--- src/rtl/vga_timing_generator.sv ---
// ---------------------------------------------------------------------------
// vga_timing_generator
//
// Raster timing source for a VGA output, clocked at the pixel clock. The
// horizontal/vertical counters (stage 0) are exposed as x/y so pattern
// blocks can return a colour combinationally. Stage 1 registers the syncs,
// the blanked colour and a frame-start strobe, so everything reaching the
// pins carries the same one-clock latency and stays mutually aligned.
//
// Ports:
//   clock25MHz   in   1  pixel clock, all state on the rising edge
//   reset        in   1  asynchronous, active-high reset
//   x            out 10  current horizontal count
//   y            out 10  current vertical count
//   visible      out  1  combinational, high inside the active area
//   red_in       in   4  pattern colour for the current x/y
//   green_in     in   4  pattern colour for the current x/y
//   blue_in      in   4  pattern colour for the current x/y
//   vga_hsync    out  1  registered horizontal sync
//   vga_vsync    out  1  registered vertical sync
//   vga_red      out  4  registered, blanked colour
//   vga_green    out  4  registered, blanked colour
//   vga_blue     out  4  registered, blanked colour
//   frame_start  out  1  one-cycle pulse aligned with pixel (0,0) on the pins
// ---------------------------------------------------------------------------
module vga_timing_generator #(
   parameter int unsigned H_ACTIVE        = 640,
   parameter int unsigned H_FRONT         = 16,
   parameter int unsigned H_SYNC          = 96,
   parameter int unsigned H_BACK          = 48,
   parameter int unsigned V_ACTIVE        = 480,
   parameter int unsigned V_FRONT         = 10,
   parameter int unsigned V_SYNC          = 2,
   parameter int unsigned V_BACK          = 33,
   parameter bit          SYNC_ACTIVE_LOW = 1'b1
) (
   input  logic       clock25MHz,
   input  logic       reset,
   output logic [9:0] x,
   output logic [9:0] y,
   output logic       visible,
   input  logic [3:0] red_in,
   input  logic [3:0] green_in,
   input  logic [3:0] blue_in,
   output logic       vga_hsync,
   output logic       vga_vsync,
   output logic [3:0] vga_red,
   output logic [3:0] vga_green,
   output logic [3:0] vga_blue,
   output logic       frame_start
);

   localparam int unsigned H_TOTAL = H_ACTIVE + H_FRONT + H_SYNC + H_BACK;
   localparam int unsigned V_TOTAL = V_ACTIVE + V_FRONT + V_SYNC + V_BACK;

   // Counter-width copies of the boundaries keep every compare 10 bits wide.
   localparam logic [9:0] H_LAST     = 10'(H_TOTAL - 1);
   localparam logic [9:0] V_LAST     = 10'(V_TOTAL - 1);
   localparam logic [9:0] H_ACT      = 10'(H_ACTIVE);
   localparam logic [9:0] V_ACT      = 10'(V_ACTIVE);
   localparam logic [9:0] HS_START   = 10'(H_ACTIVE + H_FRONT);
   localparam logic [9:0] HS_END     = 10'(H_ACTIVE + H_FRONT + H_SYNC);
   localparam logic [9:0] VS_START   = 10'(V_ACTIVE + V_FRONT);
   localparam logic [9:0] VS_END     = 10'(V_ACTIVE + V_FRONT + V_SYNC);

   localparam logic       SYNC_ON    = SYNC_ACTIVE_LOW ? 1'b0 : 1'b1;
   localparam logic       SYNC_OFF   = ~SYNC_ON;

   // Stage 0: raster counters
   logic [9:0] hcount_q, hcount_d;
   logic [9:0] vcount_q, vcount_d;

   // Stage 1: pin registers
   logic       hsync_q, hsync_d;
   logic       vsync_q, vsync_d;
   logic [3:0] red_q, red_d;
   logic [3:0] green_q, green_d;
   logic [3:0] blue_q, blue_d;
   logic       fstart_q, fstart_d;

   logic       hsync_active;
   logic       vsync_active;

   always_comb begin
      hcount_d = hcount_q + 10'd1;
      vcount_d = vcount_q;
      if (hcount_q == H_LAST) begin
         hcount_d = '0;
         // Last pixel of the last line: both counters wrap on the same edge.
         if (vcount_q == V_LAST) begin
            vcount_d = '0;
         end else begin
            vcount_d = vcount_q + 10'd1;
         end
      end
   end

   assign visible      = (hcount_q < H_ACT) && (vcount_q < V_ACT);
   assign hsync_active = (hcount_q >= HS_START) && (hcount_q < HS_END);
   assign vsync_active = (vcount_q >= VS_START) && (vcount_q < VS_END);

   always_comb begin
      hsync_d  = hsync_active ? SYNC_ON : SYNC_OFF;
      vsync_d  = vsync_active ? SYNC_ON : SYNC_OFF;
      // Blanking wins over whatever the pattern block returns.
      red_d    = visible ? red_in   : 4'h0;
      green_d  = visible ? green_in : 4'h0;
      blue_d   = visible ? blue_in  : 4'h0;
      fstart_d = (hcount_q == 10'd0) && (vcount_q == 10'd0);
   end

   always_ff @(posedge clock25MHz or posedge reset) begin
      if (reset) begin
         hcount_q <= '0;
         vcount_q <= '0;
         hsync_q  <= SYNC_OFF;
         vsync_q  <= SYNC_OFF;
         red_q    <= '0;
         green_q  <= '0;
         blue_q   <= '0;
         fstart_q <= 1'b0;
      end else begin
         hcount_q <= hcount_d;
         vcount_q <= vcount_d;
         hsync_q  <= hsync_d;
         vsync_q  <= vsync_d;
         red_q    <= red_d;
         green_q  <= green_d;
         blue_q   <= blue_d;
         fstart_q <= fstart_d;
      end
   end

   assign x           = hcount_q;
   assign y           = vcount_q;
   assign vga_hsync   = hsync_q;
   assign vga_vsync   = vsync_q;
   assign vga_red     = red_q;
   assign vga_green   = green_q;
   assign vga_blue    = blue_q;
   assign frame_start = fstart_q;

endmodule

--- config.mk ---
export PLATFORM = sky130hd
export DESIGN_NAME = vga_timing_generator
export DESIGN_NICKNAME = d
export VERILOG_FILES = /design/src/rtl/vga_timing_generator.sv
export SDC_FILE = /design/constraint.sdc
export NUM_CORES = 1
export LEC_CHECK = 0
export ABC_AREA = 1
export BUFFER_PORTS_ARGS = -buffer_cell sky130_fd_sc_hd__buf_4
export CAP_MARGIN = 20
export CORE_MARGIN = 2
export CORE_UTILIZATION = 45
export CTS_CLUSTER_DIAMETER = 60
export DETAILED_ROUTE_END_ITERATION = 6
export PLACE_DENSITY = 0.81
export SYNTH_ARGS = -nofsm -noshare
export SYNTH_HDL_FRONTEND = slang
export SYNTH_SLANG_ARGS = --single-unit
--- constraint.sdc ---
create_clock -name clock25MHz -period 1.3 [get_ports clock25MHz]
set_input_delay 0.065 -clock clock25MHz [delete_from_list [all_inputs] [get_ports clock25MHz]]
set_output_delay 0.065 -clock clock25MHz [all_outputs]
set_load 0.02 [all_outputs]
==> results of run 1 <==
[through the flow]
step | cell area [um^2] | cells | utilization (%) | setup slack, ns
2_1_floorplan | 1767 | 204 | - | -0.06717
3_3_place_gp | 2431 | 331 | 65.91 | -0.04913
3_5_place_dp | 2431 | 331 | 65.91 | -0.09426
4_1_cts | 2801 | 363 | 75.95 | -0.1517
5_1_grt | 3018 | 369 | 81.82 | -0.2490
6_report | 3018 | 369 | 81.82 | -0.2240
[where the power goes]
group          switching (uW)  internal, uW
Combinational            79.4          82.3
Clock                     407           428
Sequential               6.17          1110
[cell families (layout without fill, tap and decap cells)]
logic type,after synthesis,after routing
AOI/OAI and AO/OA,11,11
xor gates and xnor gates,8,8
buffers and inverters,47,164
DFF,35,35
and+or+nand+nor,99,99
adders and majority gates,4,4
[flip-flops by register name (all words and copies together), names as in the netlist]
| register | flops |
|---|---|
| frame_start | 1 |
| vga_blue | 4 |
| vga_green | 4 |
| vga_red | 4 |
| y | 10 |
| x | 10 |
| vga_vsync | 1 |
| vga_hsync | 1 |
[metal layers]
metal	part of all wire, %	track usage [%]	vias up
met3	4.8	5.792	37
li1	-	-	862
met5	0	0	-
met2	53	45.83	99
met1	37	28.48	903
met4	5.0	7.908	0
[worst max-delay path, delay by kind of cell, from the launching register on]
family                 cells  cell delay (ns)
buffers and inverters      3             0.26
AND/OR/NAND/NOR            4             0.50
flip-flops                 1             0.41
[worst min path at each step]
stage | end | slack (ns) | start
6_report | vga_red[3] | -0.003 | red_in[3]
3_3_place_gp | vga_red[2] | 0.19 | reset
5_1_grt | vga_red[3] | -0.002 | red_in[3]
2_1_floorplan | vga_blue[0] | 0.17 | blue_in[0]
3_5_place_dp | vga_blue[2] | 0.21 | reset
4_1_cts | vga_red[3] | 0.006 | red_in[3]
[cells in the final DEF (no fill, tap or decap), types with 7 or more instances in the layout]
cell type       n
nor2_1         18
dlygate4sd3_1  12
nand2_1        24
nand4_1         8
nand3_2         7
nor2_2         10
dfrtp_1        27
buf_6          10
nand3_1         7
xor2_1          8
inv_1          35
buf_4          88
[area by class of cell]
| class | instances | area [um^2] | share of cell area [%] |
|---|---|---|---|
| clock buffers | 7 | 86.33 | 2.861 |
| well taps | 48 | 60.06 | 1.990 |
| repair buffers | 113 | 953.4 | 31.59 |
| clock inverters | 1 | 5.005 | 0.1658 |
| flip-flops and latches | 35 | 885.9 | 29.35 |
| multi-input cells | 122 | 860.8 | 28.52 |
| inverters | 43 | 166.4 | 5.514 |
[timing repair]
item / in CTS / in global routing
hold buffers: 12 / 0
buffers inserted: 12 / 5
pin swaps: 4 / 15
resized for setup: 20 / 51
endpoints found under the setup margin: 22 / 31
cloned: 0 / 1
hold endpoints to repair: 44 / 0
==> run metrics, run 1 <==
status=finished, violations left; failing checks=negative hold slack, negative setup slack; post-layout min period=1.524 ns; IO Pins=50; Adder-Cell Fraction of Synth Area=2.888%; class of the most critical setup path=flop to primary output; Synth area leader=dfrtp_1; cells along the critical path=inv_2 -> nor2_2 -> nand2_1 -> nand3_1 -> or2_4 -> inv_4 -> buf_6; clock sinks=35; first-pass GRT wire length=8086 um; Post-synth EDFFs=0; Die Y=66.06 um; Setup crit end kind=primary output; largest family of logic cells by synthesized area=simple AND/OR/NAND/NOR gates; pin count of the biggest net entering global routing=36; Max-slew headroom=70.45%; simple-gate area share of the yosys netlist=28.01%; initial antenna violation count=0; final wirelength=6152 um; R2R Path Start=x[9]; # setup viols final=32; post-synthesis cell area=1733 um^2; register area share after synthesis=50.69%; Synth Register Bits=35; Register-to-Register Path Depth=7; asr flop ratio synth=100.0%; number of H-tree levels=2; fin crit share=117.2%; Critical Path RT=1.24 ns; area grow syn2layout=74.15%; worst r2r dst=y[5]; synthesized net count=222; core region area=3689 um^2; Hold WS=-0.002512 ns; Die X=66.06 um; compound-cell area share of the yosys netlist=3.538%; R2R Setup Slk=-0.15 ns; final setup TNS=-2.642 ns; maximum vdd ir drop=0.0007411 V; max-slew violations=0; WL/cell=16.67 um; CTS buffer count=5; row count=22; starting density of the core=46.98%; final net count=338; RSZ-0062 raised after global routing=yes; Post-Syn Area per Cell=8.495 um^2; CP Launch Type=flop; clk buf depth=2; Die ar.=4363 um^2; vias in the first global route=1,791; DP Wirelength=3151 um; setup ws final=-0.2240 ns; Vias/cell=5.152; Vias=1,901; CTS root buf=clkbuf_8; DRT Pass-1 Iters=4; routability cong.=0.8621; Fin. Hold Viols=1; Iter 0 DRT Violations=108; GRT Resource Usage Total=24.95%; most common cell in the netlist=inv_1; share of cells above drive strength 1=53.27%; Max Cap Violations=0; TritonCTS clock tree=built; leakage power=0.001593 uW; slowest cell on the critical path=dfrtp_1; Syn Inst Count=204; Setup crit end=visible; PortBufs=49; Unique masters post-synth=25; HP Class=input pin to flop; mux share of post-synthesis cell area=0%; top cells by area, synth=dfrtp_1, inv_1, nand2_1, nor2_1, nand3_1; YS warnings=0; final setup skew=0.008264 ns; DRC Markers=0; number of diodes=0; Setup crit start=x[9]; Slew @ Worst Pin=0.4433 ns; Tot Pwr=2110 uW; Pwr per Cell Area=699.2 nW/um^2; Clk Latency, worst-skew pair=0.30 ns; xor-xnor portion of the synthesized cell area=4.043%; f_max=0.6562 GHz; Crit path arrival time=1.46 ns; worst hold stages=3; # fillers=194; Synth top cells by count=inv_1, nand2_1, dfrtp_1, nor2_1, nand3_1; Antenna Violating Nets Remaining=0; crit-path max FO=3; Yosys top cell area share=47.65%; predominant post-synthesis flop cell=dfrtp_1; GR Overflow Total=0; Max stage delay on crit path=0.41 ns; Worst-path clk slew=0.07 ns
Note: power is estimated with default switching activity, not from simulation.
==> run 2, diff against run 1 <==
Settings changed: GPL_ROUTABILITY_DRIVEN from default to 1, REMOVE_ABC_BUFFERS from default to 1, TNS_END_PERCENT from default to 10.
==> run 2 against run 1 <==
Against the previous run: the flow finishes with violations (negative setup slack); flip-flop and latch count unchanged; cell area decreased by 8.1%; first-iteration DRC count increased by 11%; sequential power about the same; via count decreased by 4.6%; setup slack improved by 0.063 ns; clock power increased by 21%; combinational power about the same; power increased by 8.3%; sequential share of layout area increased by 2.4 points; count of clock-buffer cells in the layout decreased by 1; die area unchanged; critical endpoint unchanged.
==> run metrics, run 2 (synthesized netlist as in run 1, its figures left out) <==
initial antenna violation count=0; Max stage delay on crit path=0.43 ns; CP Buf/Inv Count=3; CP top delay family=simple AND/OR/NAND/NOR gates; DRC Markers=0; Register-to-Register Path Depth=7; Iter 0 DRT Violations=120; Die ar.=4363 um^2; final net count=326; area grow syn2layout=60.07%; cells along the critical path=inv_2 -> nor2_2 -> nand2_1 -> nand3_1 -> or2_4 -> inv_2 -> buf_6; share of cells above drive strength 1=43.37%; IO Pins=50; Max-slew headroom=71.24%; # fillers=222; final setup skew=0.004799 ns; Clk Latency, worst-skew pair=0.28 ns; Post-DP Area=2395 um^2; Critical Path RT=1.24 ns; Antenna Violating Nets Remaining=0; # setup viols final=28; Setup crit end kind=primary output; CP Launch Type=flop; first-pass GRT wire length=7907 um; class of the most critical setup path=flop to primary output; R2R Path Start=y[1]; max-slew violations=0; Critical Path Most Common Cell=inv_2; failing checks=negative setup slack; clock sinks=35; crit-path max FO=3; CTS root buf=clkbuf_8; most frequent cells in the layout=buf_4, inv_1, dfrtp_1; DRT Pass-1 Iters=5; post-layout min period=1.461 ns; pin count of the biggest net entering global routing=36; final setup TNS=-2.419 ns; Vias=1,813; f_max=0.6843 GHz; GRT Resource Usage Total=24.12%; DP Wirelength=2966 um; maximum vdd ir drop=0.0007740 V; R2R Setup Slk=-0.15 ns; Crit path arrival time=1.40 ns; Pwr per Cell Area=824.0 nW/um^2; Die Y=66.06 um; clk buf depth=2; worst hold stages=3; core region area=3689 um^2; Util after Layout=75.20%; Die X=66.06 um; Min-Delay Endpoint=vga_blue[0]; commonest non-fill, non-tap cell in the layout=buf_4; TritonCTS clock tree=built; status=finished, violations left; HP Class=input pin to flop; Worst-path clk slew=0.07 ns; Max Cap Violations=0; leakage power=0.001517 uW; GR Overflow Total=0; CTS buffer count=5; Hold WS=0.01172 ns; setup ws final=-0.1613 ns; Slew @ Worst Pin=0.4314 ns; Final Cell Area=2774 um^2; number of H-tree levels=2; final wirelength=5281 um; Vias/cell=5.078; starting density of the core=46.98%; routability cong.=0.8442; RSZ-0062 raised after global routing=yes; hold wc startpoint=blue_in[0]; WL/cell=14.79 um; Reg area=879.6 um^2; Fin. Hold Viols=0; PortBufs=49; number of diodes=0; row count=22; fin crit share=112.4%; vias in the first global route=1,728; Multi-input gate area=745.7 um^2; slowest cell on the critical path=dfrtp_1; worst r2r dst=y[4]
run 2: how the worst max path moves through the flow:
stage                     start           to  slack (ns)  cells past startpoint
after floorplan            x[1]         y[2]       -0.23                      8
after global placement     x[1]  frame_start       -0.03                      8
after detailed placement   x[0]         y[5]       -0.13                      6
after CTS                  x[9]      visible       -0.15                      7
after global routing       y[0]         y[1]       -0.25                      7
final                      x[9]      visible       -0.16                      7
run 2: per-layer routing:
metal	vias to the layer above	wire, um	global-route usage, %
li1	841	-	-
met1	854	2022	28.16
met2	102	2717	42.68
met3	16	429	6.303
met4	0	112	8.418
met5	-	0	0
run 2: area by class of cell:
type	count	area share, %
clock inverter	2	1.263
inverter	43	5.819
tap	48	2.165
clock buffer	6	2.977
multi-input combinational	122	26.88
timing repair buffer	101	29.18
sequential	35	31.71
run 2: worst min-delay path: cells and delay by family:
family	cells	cell delay (ns)
buf+inv	2	0.15
simple gates	1	0.04
run 2: through the flow:
stage                     setup slack, ns  total power (uW)  std cells
after floorplan                   -0.2251              1189        200
after global placement           -0.02546              1257        330
after detailed placement          -0.1281              1261        330
after CTS                         -0.1484              2286        357
after global routing              -0.2504              2376        357
final                             -0.1613              2286        357
run 2: power by group:
group / leakage (uW) / internal, uW / switching (uW)
registers: 0.000438 / 1110 / 5.63
clock network: 0.0000612 / 620 / 390
logic: 0.00102 / 81.5 / 81.0
run 2: repair_timing:
action                     CTS  global route
hold buffers                11             0
resized for setup           12            21
buffers inserted             8             2
setup endpoints to repair   23            33
pin swaps                    3             6
hold endpoints to repair    43             0
==> run 3, diff against run 2 <==
Settings changed: ABC_AREA 1 to default, PLACE_DENSITY 0.81 to 0.82.
==> run 3 against run 2 <==
Against the previous run: the run still ends with negative setup slack left; fmax down 19%; worst hold slack gained 0.39 ns; non-clock buffer count is 6 higher; clock skew is 0.0067 ns higher; combinational power grew 2%; area after synthesis decreased by 11%; critical endpoint is now y[9]; largest power group unchanged.
==> run metrics, run 3 <==
status=finished, violations left; failing checks=negative setup slack; commonest non-fill, non-tap cell in the layout=buf_4; core region area=3311 um^2; Critical Path RT=1.57 ns; WL/cell=15.15 um; asr flop ratio synth=100.0%; CP top delay family=simple AND/OR/NAND/NOR gates; Pwr per Cell Area=717.4 nW/um^2; # setup viols final=18; leakage power=0.001334 uW; fin crit share=138.2%; Clk Latency, worst-skew pair=0.34 ns; predominant post-synthesis flop cell=dfrtp_1; DP Wirelength=2852 um; Unique masters post-synth=32; CP Launch Type=flop; grt met2 use=40.86%; YS warnings=0; CTS root buf=clkbuf_4; Max-slew headroom=70.87%; final net count=271; P_sw=417.3 uW; Max Cap Violations=0; Fin. Hold Viols=0; Iter 0 DRT Violations=60; clk buf depth=2; area grow syn2layout=68.50%; pin count of the biggest net entering global routing=36; HP Class=input pin to async pin; CTS buffer count=5; logic gate share of total power=8.9%; Placed Cells=271; initial antenna violation count=0; Die ar.=3919 um^2; max-slew violations=0; f_max=0.5568 GHz; Die Y=62.60 um; power share of the clock group=31.5%; Synth area leader=dfrtp_1; Synth top cells by count=dfrtp_1, and2_1, nand2_1, nand3_1, nor2_1; Synth Register Bits=35; Vias=1,532; setup ws final=-0.4961 ns; GR Overflow Total=0; most common cell in the netlist=dfrtp_1; M3 GR Usage=5.766%; row count=21; sequential power share=59.6%; final setup skew=0.01148 ns; GRT Max-Usage Layer=met2; vias in the first global route=1,534; starting density of the core=46.67%; most frequent cells in the layout=buf_4, dfrtp_1, dlygate4sd3_1; maximum vdd ir drop=0.0005932 V; fin cells=299; final wirelength=4531 um; class of the most critical setup path=flop to flop; Slew @ Worst Pin=0.4369 ns; Antenna Violating Nets Remaining=0; top cells by area, synth=dfrtp_1, and2_1, xor2_1, dfstp_2, ha_1; first-pass GRT wire length=7155 um; CP Buf/Inv Count=0; share of cells above drive strength 1=51.78%; Post-synth EDFFs=0; Internal Power=1450 uW; Vias/cell=5.124; register area share after synthesis=56.84%; DRT Pass-1 Iters=4; cells along the critical path=ha_2 -> nand4_1 -> or3_4 -> or4_1 -> a21oi_2; Worst-path clk slew=0.10 ns; Setup crit end kind=flop; Syn Inst Count=143; Post-Syn Area per Cell=10.81 um^2; post-synthesis cell area=1545 um^2; clock sinks=35; Switching Share=22.34%; DRC Markers=0; Die X=62.60 um; post-layout min period=1.796 ns; IO Pins=50; # fillers=226; number of H-tree levels=2; final setup TNS=-5.114 ns; TritonCTS clock tree=built; number of diodes=0; GRT Resource Usage Total=23.46%; routability cong.=0.8220; RSZ-0062 raised after global routing=yes; crit-path max FO=2; Crit path arrival time=2.07 ns; Yosys top cell area share=53.44%; PortBufs=49; slowest cell on the critical path=or3_4; met1 usage=28.13%; Max stage delay on crit path=0.44 ns
-- run 3: changes by cell type after synthesis, moves of 3 or more --
cell	before	now
inv_1	42	5
and3_2	0	3
and3_1	0	3
and2_1	0	13
buf_2	3	0
nand2_1	34	11
xnor2_1	0	4
nand3_1	15	9
nor2_1	30	9
nor2_4	3	0
nor4_1	2	5
-- run 3: timing repair --
| action | 4_1_cts | 5_1_grt |
|---|---|---|
| pin swaps | 16 | 14 |
| setup buffers | 8 | 1 |
| hold endpoints to repair | 45 | 0 |
| hold buffers | 13 | 0 |
| resized for setup | 12 | 26 |
| setup endpoints to repair | 30 | 32 |
-- run 3: cell families (layout without fill, tap and decap cells) --
family / Yosys count / count (layout) / share of synthesized area (%)
DFF: 35 / 35 / 56.84
buffers and inverters: 9 / 119 / 2.753
muxes: 1 / 1 / 0.7287
and+or+nand+nor: 73 / 73 / 26.48
adders and majority gates: 4 / 4 / 3.239
AOI/OAI and AO/OA: 10 / 10 / 3.725
xor gates and xnor gates: 11 / 11 / 6.235
-- run 3: path summary, 6_finish.rpt --
| path | start | to | slack [ns] | depth (start not counted) |
|---|---|---|---|---|
| min | reset | vga_green[2] | 0.40 | 4 |
| max | x[0] | y[9] | -0.50 | 5 |
| max in group asynchronous | reset | vga_hsync | 0.55 | 4 |
| max reg2reg | x[0] | y[9] | -0.50 | 5 |
| min reg2reg | y[1] | y[1] | 0.59 | 2 |
| min in group clock25MHz | blue_in[1] | vga_blue[1] | 0.48 | 3 |
-- run 3: power groups by stage --
stage	clock network (uW)	registers (uW)	logic [uW]
5_1_grt	647	1110	180
4_1_cts	601	1110	155
2_1_floorplan	0	1160	27.9
3_5_place_dp	0	1130	123
6_report	589	1110	167
3_3_place_gp	0	1130	119
-- run 3: cell type report --
class                   count  area (um^2)  share of cell area [%]
repair buffers            107        869.6                   33.40
flip-flops and latches     35        878.3                   33.73
well taps                  46        57.56                   2.210
clock buffers               6        51.30                   1.970
multi-input cells          99        723.2                   27.78
inverters                   5        18.77                  0.7208
clock inverters             1        5.005                  0.1922
-- run 3: layer usage --
| layer | vias to the layer above | routed length, um |
|---|---|---|
| met5 | - | 0 |
| met3 | 11 | 280 |
| met4 | 0 | 67 |
| met2 | 66 | 2356 |
| li1 | 713 | - |
| met1 | 742 | 1827 |
-- run 3: worst reg2reg max path, cell delays in order (launching register included) --
cell and delay, ns:
dfrtp_1 0.40, ha_2 0.19, nand4_1 0.14, or3_4 0.44, or4_1 0.42, a21oi_2 0.13
-- run 3: per-stage QoR --
step	power, uW	area (um^2)	hold WS [ns]	utilization (%)	worst slack [ns]
finish	1868	2604	0.4005	78.65	-0.4961
global route	1942	2604	0.4495	78.65	-0.5475
CTS	1868	2506	0.3835	75.70	-0.4160
detailed placement	1256	2225	0.1964	67.20	-0.5313
global placement	1252	2225	0.1794	67.20	-0.5108
floorplan	1186	1521	0.1936	-	-0.9383
